--- config.mk ---
export PLATFORM = sky130hd
export DESIGN_NAME = data_ram_arbiter
export DESIGN_NICKNAME = d
export VERILOG_FILES = /design/src/rtl/data_ram_arbiter.sv
export SDC_FILE = /design/constraint.sdc
export NUM_CORES = 1
export LEC_CHECK = 0
export CORE_AREA = 2 2 121 123
export DETAILED_ROUTE_END_ITERATION = 7
export DIE_AREA = 0 0 123 125
export DONT_BUFFER_PORTS = 1
export GPL_TIMING_DRIVEN = 1
export PLACE_DENSITY = 0.3
export SKIP_LAST_GASP = 1
export SLEW_MARGIN = 30
export SYNTH_ARGS = -nofsm -noshare
export SYNTH_HDL_FRONTEND = slang
export SYNTH_SLANG_ARGS = --single-unit
--- constraint.sdc ---
create_clock -name clk -period 2.4 [get_ports clk]
set_input_delay 0.48 -clock clk [delete_from_list [all_inputs] [get_ports clk]]
set_output_delay 0.48 -clock clk [all_outputs]
set_load 0.05 [all_outputs]
--- src/rtl/data_ram_arbiter.sv ---
// Two-master, single-slave data RAM arbiter for openmips_min_sopc.
// m0 is the CPU data port, m1 the DMA/debug loader. Each beat is one issue
// cycle followed by one ack cycle. m1 is forced in after MAX_WAIT back-to-back
// m0 grants, and may hold the RAM across beats with m1_lock.
// Optional build macro: ARB_PERF_CNT_EN adds perf_m0_stall / perf_conflict.
module data_ram_arbiter #(
  parameter int AW       = 32,
  parameter int DW       = 32,
  parameter int MAX_WAIT = 4
) (
  input  logic            clk,
  input  logic            rst,
  input  logic            m0_req,
  input  logic            m0_we,
  input  logic [AW-1:0]   m0_addr,
  input  logic [DW/8-1:0] m0_sel,
  input  logic [DW-1:0]   m0_wdata,
  output logic [DW-1:0]   m0_rdata,
  output logic            m0_ack,
  output logic            m0_stallreq,
  input  logic            m1_req,
  input  logic            m1_we,
  input  logic [AW-1:0]   m1_addr,
  input  logic [DW/8-1:0] m1_sel,
  input  logic [DW-1:0]   m1_wdata,
  input  logic            m1_lock,
  output logic [DW-1:0]   m1_rdata,
  output logic            m1_ack,
  output logic            ram_ce,
  output logic            ram_we,
  output logic [AW-1:0]   ram_addr,
  output logic [DW/8-1:0] ram_sel,
  output logic [DW-1:0]   ram_wdata,
  input  logic [DW-1:0]   ram_rdata
`ifdef ARB_PERF_CNT_EN
  ,
  output logic [31:0]     perf_m0_stall,
  output logic [31:0]     perf_conflict
`endif
);

  localparam logic [3:0] LP_MAX_WAIT = 4'(MAX_WAIT);

  typedef enum logic [1:0] {IDLE, ACK0, ACK1} state_t;

  state_t     r_state;
  state_t     w_nextState;
  logic [3:0] r_waitCnt;
  logic       r_locked;
  logic       r_wasWrite;
  logic       w_grant0;
  logic       w_grant1;

  // Pick a winner in IDLE: burst owner first, then a starved m1, then m0, then m1
  always_comb begin
    w_grant0 = 1'b0;
    w_grant1 = 1'b0;
    if (r_state == IDLE) begin
      if (m1_req && (r_locked || (r_waitCnt == LP_MAX_WAIT))) begin
        w_grant1 = 1'b1;
      end else if (m0_req) begin
        w_grant0 = 1'b1;
      end else if (m1_req) begin
        w_grant1 = 1'b1;
      end
    end
  end

  // Next state plus every output; anything the current state does not own is 0,
  // and the whole output set collapses to 0 the moment reset is asserted
  always_comb begin
    w_nextState = r_state;
    ram_ce      = 1'b0;
    ram_we      = 1'b0;
    ram_addr    = '0;
    ram_sel     = '0;
    ram_wdata   = '0;
    m0_ack      = 1'b0;
    m0_rdata    = '0;
    m1_ack      = 1'b0;
    m1_rdata    = '0;
    m0_stallreq = 1'b0;
    case (r_state)
      IDLE: begin
        if (w_grant0) begin
          ram_ce      = 1'b1;
          ram_we      = m0_we;
          ram_addr    = m0_addr;
          ram_sel     = m0_sel;
          ram_wdata   = m0_wdata;
          w_nextState = ACK0;
        end else if (w_grant1) begin
          ram_ce      = 1'b1;
          ram_we      = m1_we;
          ram_addr    = m1_addr;
          ram_sel     = m1_sel;
          ram_wdata   = m1_wdata;
          w_nextState = ACK1;
        end
      end
      ACK0: begin
        m0_ack      = 1'b1;
        m0_rdata    = r_wasWrite ? '0 : ram_rdata;
        w_nextState = IDLE;
      end
      ACK1: begin
        m1_ack      = 1'b1;
        m1_rdata    = r_wasWrite ? '0 : ram_rdata;
        w_nextState = IDLE;
      end
      default: w_nextState = IDLE;
    endcase
    m0_stallreq = m0_req & ~m0_ack;
    if (!rst) begin
      ram_ce      = 1'b0;
      ram_we      = 1'b0;
      ram_addr    = '0;
      ram_sel     = '0;
      ram_wdata   = '0;
      m0_ack      = 1'b0;
      m0_rdata    = '0;
      m1_ack      = 1'b0;
      m1_rdata    = '0;
      m0_stallreq = 1'b0;
    end
  end

  // State register, plus whether the issued beat was a write (its ack returns 0 data)
  always_ff @(posedge clk or negedge rst) begin
    if (!rst) begin
      r_state    <= IDLE;
      r_wasWrite <= 1'b0;
    end else begin
      r_state <= w_nextState;
      if (w_grant0) begin
        r_wasWrite <= m0_we;
      end else if (w_grant1) begin
        r_wasWrite <= m1_we;
      end
    end
  end

  // Count m0 grants that jumped ahead of a waiting m1; saturates at MAX_WAIT
  always_ff @(posedge clk or negedge rst) begin
    if (!rst) begin
      r_waitCnt <= '0;
    end else if (!m1_req || w_grant1) begin
      r_waitCnt <= '0;
    end else if (w_grant0 && (r_waitCnt < LP_MAX_WAIT)) begin
      r_waitCnt <= r_waitCnt + 4'd1;
    end
  end

  // Burst lock: sampled from m1_lock at each m1 ack, dropped once m1 goes quiet
  always_ff @(posedge clk or negedge rst) begin
    if (!rst) begin
      r_locked <= 1'b0;
    end else if (r_state == ACK1) begin
      r_locked <= m1_lock;
    end else if ((r_state == IDLE) && !m1_req) begin
      r_locked <= 1'b0;
    end
  end

`ifdef ARB_PERF_CNT_EN
  logic [31:0] r_perfStall;
  logic [31:0] r_perfConflict;

  // Free-running wrap-around counters of CPU stall cycles and IDLE contention
  always_ff @(posedge clk or negedge rst) begin
    if (!rst) begin
      r_perfStall    <= '0;
      r_perfConflict <= '0;
    end else begin
      if (m0_stallreq) begin
        r_perfStall <= r_perfStall + 32'd1;
      end
      if ((r_state == IDLE) && m0_req && m1_req) begin
        r_perfConflict <= r_perfConflict + 32'd1;
      end
    end
  end

  assign perf_m0_stall = r_perfStall;
  assign perf_conflict = r_perfConflict;
`endif

endmodule

### Yosys cells after proc, flatten, opt, wreduce, memory -nomap -nowiden

Index checks and enable logic that the tools add are counted.

| operators by class | value |
|---|---|
| muxes and demuxes | 46 |
| bitwise operators | 2 |
| equal/unequal tests | 4 |
| reductions and logical operators | 10 |
| add/subtract/negate cells | 1 |
| $lt $le $gt $ge | 1 |

Operators by type and width:

| operator | count |
|---|---|
| two-way mux 32 bit | 13 |
| two-way mux 1 bit | 24 |
| two-way mux 4 bit | 6 |
| two-way mux 2 bit | 3 |
| nonzero test 2 bit | 3 |
| adder 4 x 1 -> 4 bit, second input constant | 1 |
| == test 4 x 3 -> 1 bit, second input constant | 1 |
| less-than comparator 4 x 3 -> 1 bit, second input constant | 1 |
| logical AND 1 bit | 3 |
| != test 3 bit, second input constant | 1 |
| == test 2 x 1 -> 1 bit, second input constant | 1 |
| == test 2 bit, second input constant | 1 |
| zero test 2 bit | 1 |
| logical OR 1 bit | 2 |
| bitwise AND 1 bit | 1 |
| zero test 1 bit | 1 |
| inverter 1 bit | 1 |

| storage, ports and cells | value |
|---|---|
| flip-flop bits (word level) | 8 |

### Depth between registers and ports, before layout

Gate-level depths: netlist of run 1.

| logic depth | value |
|---|---|
| depth in word-level cells | 9 |
| gate-level depth with buffers | 9 |

### Least setup slack after synthesis of run 1

Ideal clock, no wire load.

| path | value |
|---|---|
| path type | register -> output |
| start point | reg r_waitCnt[0] |
| end point | out ram_addr[11] |
| stages on the path, launching flop included | 10 |
| slack | -633 ps |
| buffers on the path | 3 |
| arrival | 2,553 ps |
| cells stage by stage | dfrtp_1 -> inv_1 -> ha_1 -> and4b_1 -> or2_2 -> buf_2 -> buf_2 -> buf_2 -> nor2_1 -> nor3_1 |

| between the ends | value |
|---|---|
| word-level cells in the longest chain between the ends | 9 |

Ends and longest elaborated chain:

| what | RTL line | text |
|---|---|---|
| from (decl) | 48 | `logic [3:0] r_waitCnt;` |
| from (signal assigned) | 150 | `r_waitCnt <= r_waitCnt + 4'd1;` |
| == test 4 x 3 -> 1 bit (*) | 59 | `if (m1_req && (r_locked \|\| (r_waitCnt == LP_MAX_WAIT))) begin` |
| logical OR 1 bit (*) | 59 |  |
| logical AND 1 bit (*) | 59 |  |
| two-way mux 1 bit | 59 |  |
| two-way mux 1 bit | 58 | `if (r_state == IDLE) begin` |
| two-way mux 32 bit | 92 | `end else if (w_grant1) begin` |
| two-way mux 32 bit (*) | 85 | `if (w_grant0) begin` |
| two-way mux 32 bit (*) | 83 | `case (r_state)` |
| two-way mux 32 bit (*) | 114 | `if (!rst) begin` |
| to (decl) | 31 | `output logic [AW-1:0] ram_addr,` |

Every way passes the cells marked *; elsewhere a longest branch is shown, timed or not.

### Worst setup path in the final report of run 1

| path | value |
|---|---|
| start point | reg r_waitCnt[0] |
| end point | out ram_addr[18] |

Same word-level chain as after synthesis.

==> results.py, run 1 <==
metrics = {
    "outcome": {
        "outcome": "finished with violations",
        "violations": "setup timing",
    },
    "placement": {
        "pre_cts_ws_ns": 0.02274,
        "gp_congestion": 0.7258,
        "dp_hpwl_um": 9266,
        "portBuffers": 0,
    },
    "global_routing": {
        "grt_max_degree": 45,
        "overflow": 0,
        "grt_pass1_vias": 3324,
        "grt_pass1_wl_um": 18000,
        "grt_util_all_layers_pct": 14.60,
        "antenna_found_initial": 0,
    },
    "detailed_routing": {
        "drt-initial-drc-count": 99,
        "vias_per_cell": 4.719,
        "drt_drc_violations_left": 0,
        "wirelength_um": 13800,
        "postRouteAntennaNets": 0,
        "dr.pass1.iters": 4,
        "wire_per_inst_um": 19.22,
        "vias": 3388,
    },
    "final_layout": {
        "seqCellArea_sq_um": 200.2,
        "fill_cells": 1367,
        "areaGrowthSynthToFinish_pct": 174.4,
        "layout-drive-gt1-share_pct": 63.30,
        "multi_input_area_sq_um": 2786,
        "antennaDiodeCount": 0,
        "fin_nets": 713,
    },
    "critical_path": {
        "critical_path_class": "flip-flop to output pin",
        "crit_path_frequent_cell": "buf_12",
        "critical_path_buf_inv_count": 4,
        "worstSetupEndpointType": "output pin",
        "start_kind": "flip-flop",
        "crit_chain": "inv_1 > ha_2 > and4b_2 > or2_4 > buf_12 > nor2_1 > buf_4 > nor3_4 > buf_12",
        "cp.required_ns": 1.92,
        "critPathSlowestCell": "dfrtp_1",
        "path_delay_family": "simple AND/OR/NAND/NOR gates",
        "crit_arrival_ns": 2.07,
        "rrSetupSlack_ns": 0.62,
        "worst_path_largest_cell_delay_ns": 0.37,
        "critPathMaxFanout": 20,
    },
    "sta": {
        "finalCriticalPeriod_ns": 2.547,
        "slew_headroom_pct": 48.78,
        "hold_viol_final": 0,
        "fin_worst_skew_ns": 0.002006,
        "hold-worst-slack_ns": 0.3770,
        "fin_tns_setup_ns": -7.086,
        "finalSetupViolCount": 69,
        "max_freq_ghz": 0.3926,
        "slew_viol_final": 0,
        "fin_ws_ns": -0.1473,
        "rsz0062_at_grt": "true",
        "worst_pin_slew_ns": 0.7683,
        "period_share_pct": 106.1,
    },
    "die": {
        "die_y_um": 125,
        "io_pins": 312,
        "core_sq_um": 14200,
        "std_cell_rows": 44,
        "start_util_pct": 15.22,
        "die-width_um": 123,
        "fp.dieArea_sq_um": 15380,
    },
    "synthesis": {
        "synth_top_area_share_pct": 24.31,
        "yosys.area.top_type": "nor2_1",
        "synth_edf_count": 0,
        "synth_area_sq_um": 2162,
        "syn_nets": 566,
        "ys_seq_area_share_pct": 9.259,
        "yosys-top-cells-area": "nor2_1 (24%), a21oi_1 (16%), nor3_1 (11%), dfrtp_1 (9.3%), nand2b_1 (9.3%)",
        "async_flop_share_pct": 100.0,
        "yosysMostFrequentCell": "nor2_1",
        "yosysWarnings": 0,
        "synthDistinctLibCells": 29,
        "synthFlopType": "dfrtp_1",
        "yosys-top-cells-count": "nor2_1 (140), a21oi_1 (71), nor3_1 (48), nand2b_1 (32), nor3_2 (20)",
        "synth-seq-cells": 8,
        "netlist_instances": 389,
        "avgSynthCellArea_sq_um": 5.558,
    },
    "power": {
        "p_leak_nw": 2.240,
        "ir_worst_vdd_mv": 0.1798,
        "powerDensity_nw_per_um2": 493.8,
        "finalPower_mw": 2.930,
    },
    "flow_run": {
        "cap_viol_max_count": 0,
    },
    "min_path": {
        "worstHoldPathType": "primary input to flip-flop",
    },
    "cts": {
        "cts_inserted_buffers": 3,
        "cts_sinks": 8,
        "clk_latency_ns": 0.23,
        "h-tree-depth": 1,
        "cts_tree": "done",
        "root_buffer": "clkbuf_16",
        "cts.clk_slew.worst_paths_ns": 0.04,
        "cts.path.max_buffers": 2,
    },
}
==> per-stage QoR <==
step / std cells / area [sq um] / util (%)
3_5_place_dp: 688 / 4972 / 35.01
4_1_cts: 697 / 5350 / 37.67
5_1_grt: 718 / 5933 / 41.77
2_1_floorplan: 389 / 2846 / -
6_report: 718 / 5933 / 41.77
3_3_place_gp: 688 / 4972 / 35.01
==> cells in the final DEF, fill, tap and decap left out, types with 2 or more instances in the layout <==
cell and count:
a21oi_1 43, a21oi_2 14, a21oi_4 14, buf_12 84
buf_16 2, buf_4 78, buf_6 6, clkbuf_16 11
dfrtp_1 8, inv_1 6, mux2i_1 2, nand2_1 4
nand2b_1 32, nor2_1 90, nor2_2 42, nor2_4 8
nor3_4 69, o21ai_0 2
==> flip-flops by register name, summed over array words and instances (netlist names) <==
| name | cells |
|---|---|
| r_locked | 1 |
| r_state | 2 |
| r_waitCnt | 4 |
| r_wasWrite | 1 |
==> cell families (layout without fill, tap and decap cells) <==
| logic type | Yosys count | after routing | synth area share (%) |
|---|---|---|---|
| and+or+nand+nor | 254 | 254 | 58.33 |
| AOI/OAI and AO/OA | 77 | 77 | 19.04 |
| buffers and inverters | 45 | 190 | 10.88 |
| DFF | 8 | 8 | 9.259 |
| adders and majority gates | 2 | 2 | 1.157 |
| muxes | 2 | 2 | 0.9260 |
| xor gates and xnor gates | 1 | 1 | 0.4052 |
==> per-layer routing <==
| layer | track usage (%) | share of wire, % |
|---|---|---|
| met1 | 15.74 | 36 |
| met2 | 28.96 | 54 |
| met3 | 2.692 | 8.7 |
| met4 | 2.741 | 0.95 |
| met5 | 0 | 0 |
==> power breakdown <==
group / leakage [nW] / switching (mW) / internal (mW)
Sequential: 0.107 / 0.0429 / 0.151
Clock: 0.0370 / 0.0657 / 0.215
Combinational: 2.10 / 1.43 / 1.02
Total: 2.24 / 1.54 / 1.39
==> worst paths after layout <==
path,startpoint,to,depth (start not counted)
max,r_waitCnt[0],ram_addr[18],9
min,m0_we,r_wasWrite,2
max reg2reg,r_state[0],r_waitCnt[1],7
min reg2reg,r_waitCnt[3],r_waitCnt[3],2
max in group asynchronous,rst,r_state[1],1
min in group asynchronous,rst,r_waitCnt[2],1
==> final cells by class <==
type	count	area share [%]
multi-input cells	336	46.96
clock buffers	3	1.265
well taps	184	3.880
inverters	7	0.4429
flip-flops and latches	8	3.374
repair buffers	180	44.07
==> timing repair <==
| item | CTS | global route |
|---|---|---|
| pin swaps | 5 | 28 |
| hold buffers | 1 | 0 |
| endpoints found under the hold margin | 8 | 0 |
| gates resized for setup | 64 | 58 |
| setup buffers | 2 | 10 |
| cloned | 3 | 12 |
| endpoints found under the setup margin | 69 | 70 |
Power figures use the tool's default switching activity.
==> run 2: changes to the inputs <==
BUFFER_PORTS_ARGS = -buffer_cell sky130_fd_sc_hd__buf_2   (was not set)
DONT_BUFFER_PORTS = not set   (was 1)
HOLD_SLACK_MARGIN = 0.08   (was not set)
PLACE_DENSITY = not set   (was 0.3)
PLACE_DENSITY_LB_ADDON = 0.25   (was not set)
==> results.py, run 2 (synthesis gave the netlist of run 1 again) <==
metrics = {
    "detailed_routing": {
        "vias_per_cell": 4.418,
        "drt_drc_violations_left": 0,
        "drt-initial-drc-count": 146,
        "dr.pass1.iters": 4,
        "postRouteAntennaNets": 0,
        "wire_per_inst_um": 14.88,
        "top_layer_used": "met4",
        "wirelength_um": 13360,
        "wirelength_met1_um": 5482,
        "vias": 3967,
        "wl_met2_um": 6844,
        "dr_wl_met3_um": 870,
    },
    "global_routing": {
        "grt_pass1_vias": 3715,
        "grt_max_degree": 40,
        "antenna_found_initial": 0,
        "grt_util_all_layers_pct": 14.68,
        "grt_pass1_wl_um": 18420,
        "overflow": 0,
    },
    "final_layout": {
        "fin_nets": 893,
        "largestRegisters": "r_waitCnt x4, r_state x2",
        "areaGrowthSynthToFinish_pct": 169.0,
        "largest_reg_flops": 4,
        "layout_common_cells": "buf_2 (241), nor2_1 (103), buf_6 (75)",
        "final_area_sq_um": 5816,
        "largest-register": "r_waitCnt",
        "antennaDiodeCount": 0,
        "stdcell_count": 898,
        "fin_util_pct": 40.94,
        "layout-drive-gt1-share_pct": 66.81,
        "layout_commonest_cell": "buf_2",
    },
    "sta": {
        "hold-worst-slack_ns": 0.2411,
        "max_freq_ghz": 0.3910,
        "rsz0062_at_grt": "true",
        "fin_worst_skew_ns": 0.003353,
        "worst_pin_slew_ns": 0.7983,
        "fin_ws_ns": -0.1576,
        "period_share_pct": 106.6,
        "finalCriticalPeriod_ns": 2.558,
        "slew_viol_final": 0,
        "hold_viol_final": 0,
        "finalSetupViolCount": 69,
        "fin_tns_setup_ns": -7.667,
        "slew_headroom_pct": 46.78,
    },
    "placement": {
        "dp_hpwl_um": 8819,
        "gp_congestion": 0.7631,
        "portBuffers": 311,
        "dpl.cell_count": 872,
        "pre_cts_ws_ns": -0.1307,
        "placed_cell_area_sq_um": 4725,
    },
    "die": {
        "core_sq_um": 14200,
        "die_y_um": 125,
        "io_pins": 312,
        "fp.dieArea_sq_um": 15380,
        "std_cell_rows": 44,
        "die-width_um": 123,
        "start_util_pct": 15.22,
    },
    "outcome": {
        "violations": "setup timing",
        "outcome": "finished with violations",
    },
    "critical_path": {
        "r2r_cells": 6,
        "start_kind": "flip-flop",
        "crit_arrival_ns": 2.08,
        "rr_startpoint": "r_state[0]",
        "r2r_end": "r_wasWrite",
        "critical_path_class": "flip-flop to output pin",
        "worstSetupEndpointType": "output pin",
        "critPathMaxFanout": 9,
        "startpoint": "r_waitCnt[1]",
        "worst_path_largest_cell_delay_ns": 0.34,
        "critPathSlowestCell": "dfrtp_1",
        "rrSetupSlack_ns": 0.72,
        "crit_path_end": "ram_wdata[31]",
        "crit_chain": "inv_1 > ha_2 > and4b_2 > buf_4 > or2_4 > buf_12 > nor2_2 > nor3_4 > buf_6",
        "cp.required_ns": 1.92,
    },
    "min_path": {
        "worstHoldPathType": "primary input to asynchronous set/reset pin",
    },
    "power": {
        "ir_worst_vdd_mv": 0.1913,
        "finalPower_mw": 2.717,
        "powerDensity_nw_per_um2": 467.2,
        "p_leak_nw": 2.761,
    },
    "cts": {
        "cts.path.max_buffers": 2,
        "clk_latency_ns": 0.23,
        "cts_tree": "done",
        "cts.clk_slew.worst_paths_ns": 0.04,
        "cts_inserted_buffers": 3,
        "root_buffer": "clkbuf_16",
        "cts_sinks": 8,
        "h-tree-depth": 1,
    },
    "flow_run": {
        "cap_viol_max_count": 0,
    },
}
==> run 2: changes by cell type in the layout (fill, tap and decap cells not counted), moves of 4 or more <==
cell,delta
buf_6,+69
a21oi_4,-13
nor2_4,-4
nor2_1,+13
buf_12,-71
a21oi_2,-13
buf_4,-61
buf_2,+241
nor2_2,-9
a21oi_1,+26
==> run 2: worst max-delay path, delay by kind of cell (launching register included) <==
kind / cells / cell delay, ns
adder cells (fa/ha/maj): 1 / 0.18
buffers and inverters: 4 / 0.54
AND/OR/NAND/NOR: 4 / 0.78
flip-flops: 1 / 0.34
==> run 2: power by group <==
group	internal [mW]	leakage, nW	switching (mW)	total [mW]
Sequential	0.151	0.107	0.0455	0.196
Combinational	0.865	2.62	1.37	2.24
Clock	0.215	0.0370	0.0666	0.282
Total	1.23	2.76	1.49	2.72
==> run 2: layout make-up <==
type | instances | area [sq um]
Inverter | 7 | 26.28
Tap cell | 184 | 230.2
Fill cell | 1468 | 8388
Timing Repair Buffer | 359 | 2741
Clock buffer | 3 | 75.07
Sequential cell | 8 | 200.2
Multi-Input combinational cell | 337 | 2542
==> run 2: worst min path at each step <==
stage,startpoint,to,slack [ns],depth (start not counted)
after floorplan,rst,r_locked,0.18,0
after global placement,rst,r_state[0],0.31,1
after detailed placement,rst,r_state[1],0.31,1
after CTS,rst,r_waitCnt[2],0.24,2
after global routing,rst,r_waitCnt[1],0.26,2
final,rst,r_waitCnt[1],0.24,2
==> run 2: per-layer routing <==
| metal | up-vias | global-route usage, % |
|---|---|---|
| met3 | 12 | 2.235 |
| met1 | 1838 | 18.13 |
| li1 | 1952 | - |
| met2 | 165 | 27.04 |
| met5 | - | 0 |
| met4 | 0 | 2.273 |
==> run 2: repair_timing <==
action | 4_1_cts | 5_1_grt
pin swaps | 3 | 8
hold buffers | 1 | 0
endpoints found under the hold margin | 2 | 0
buffers inserted | 6 | 2
gates resized for setup | 130 | 68
setup endpoints to repair | 70 | 70
cloned | 4 | 12
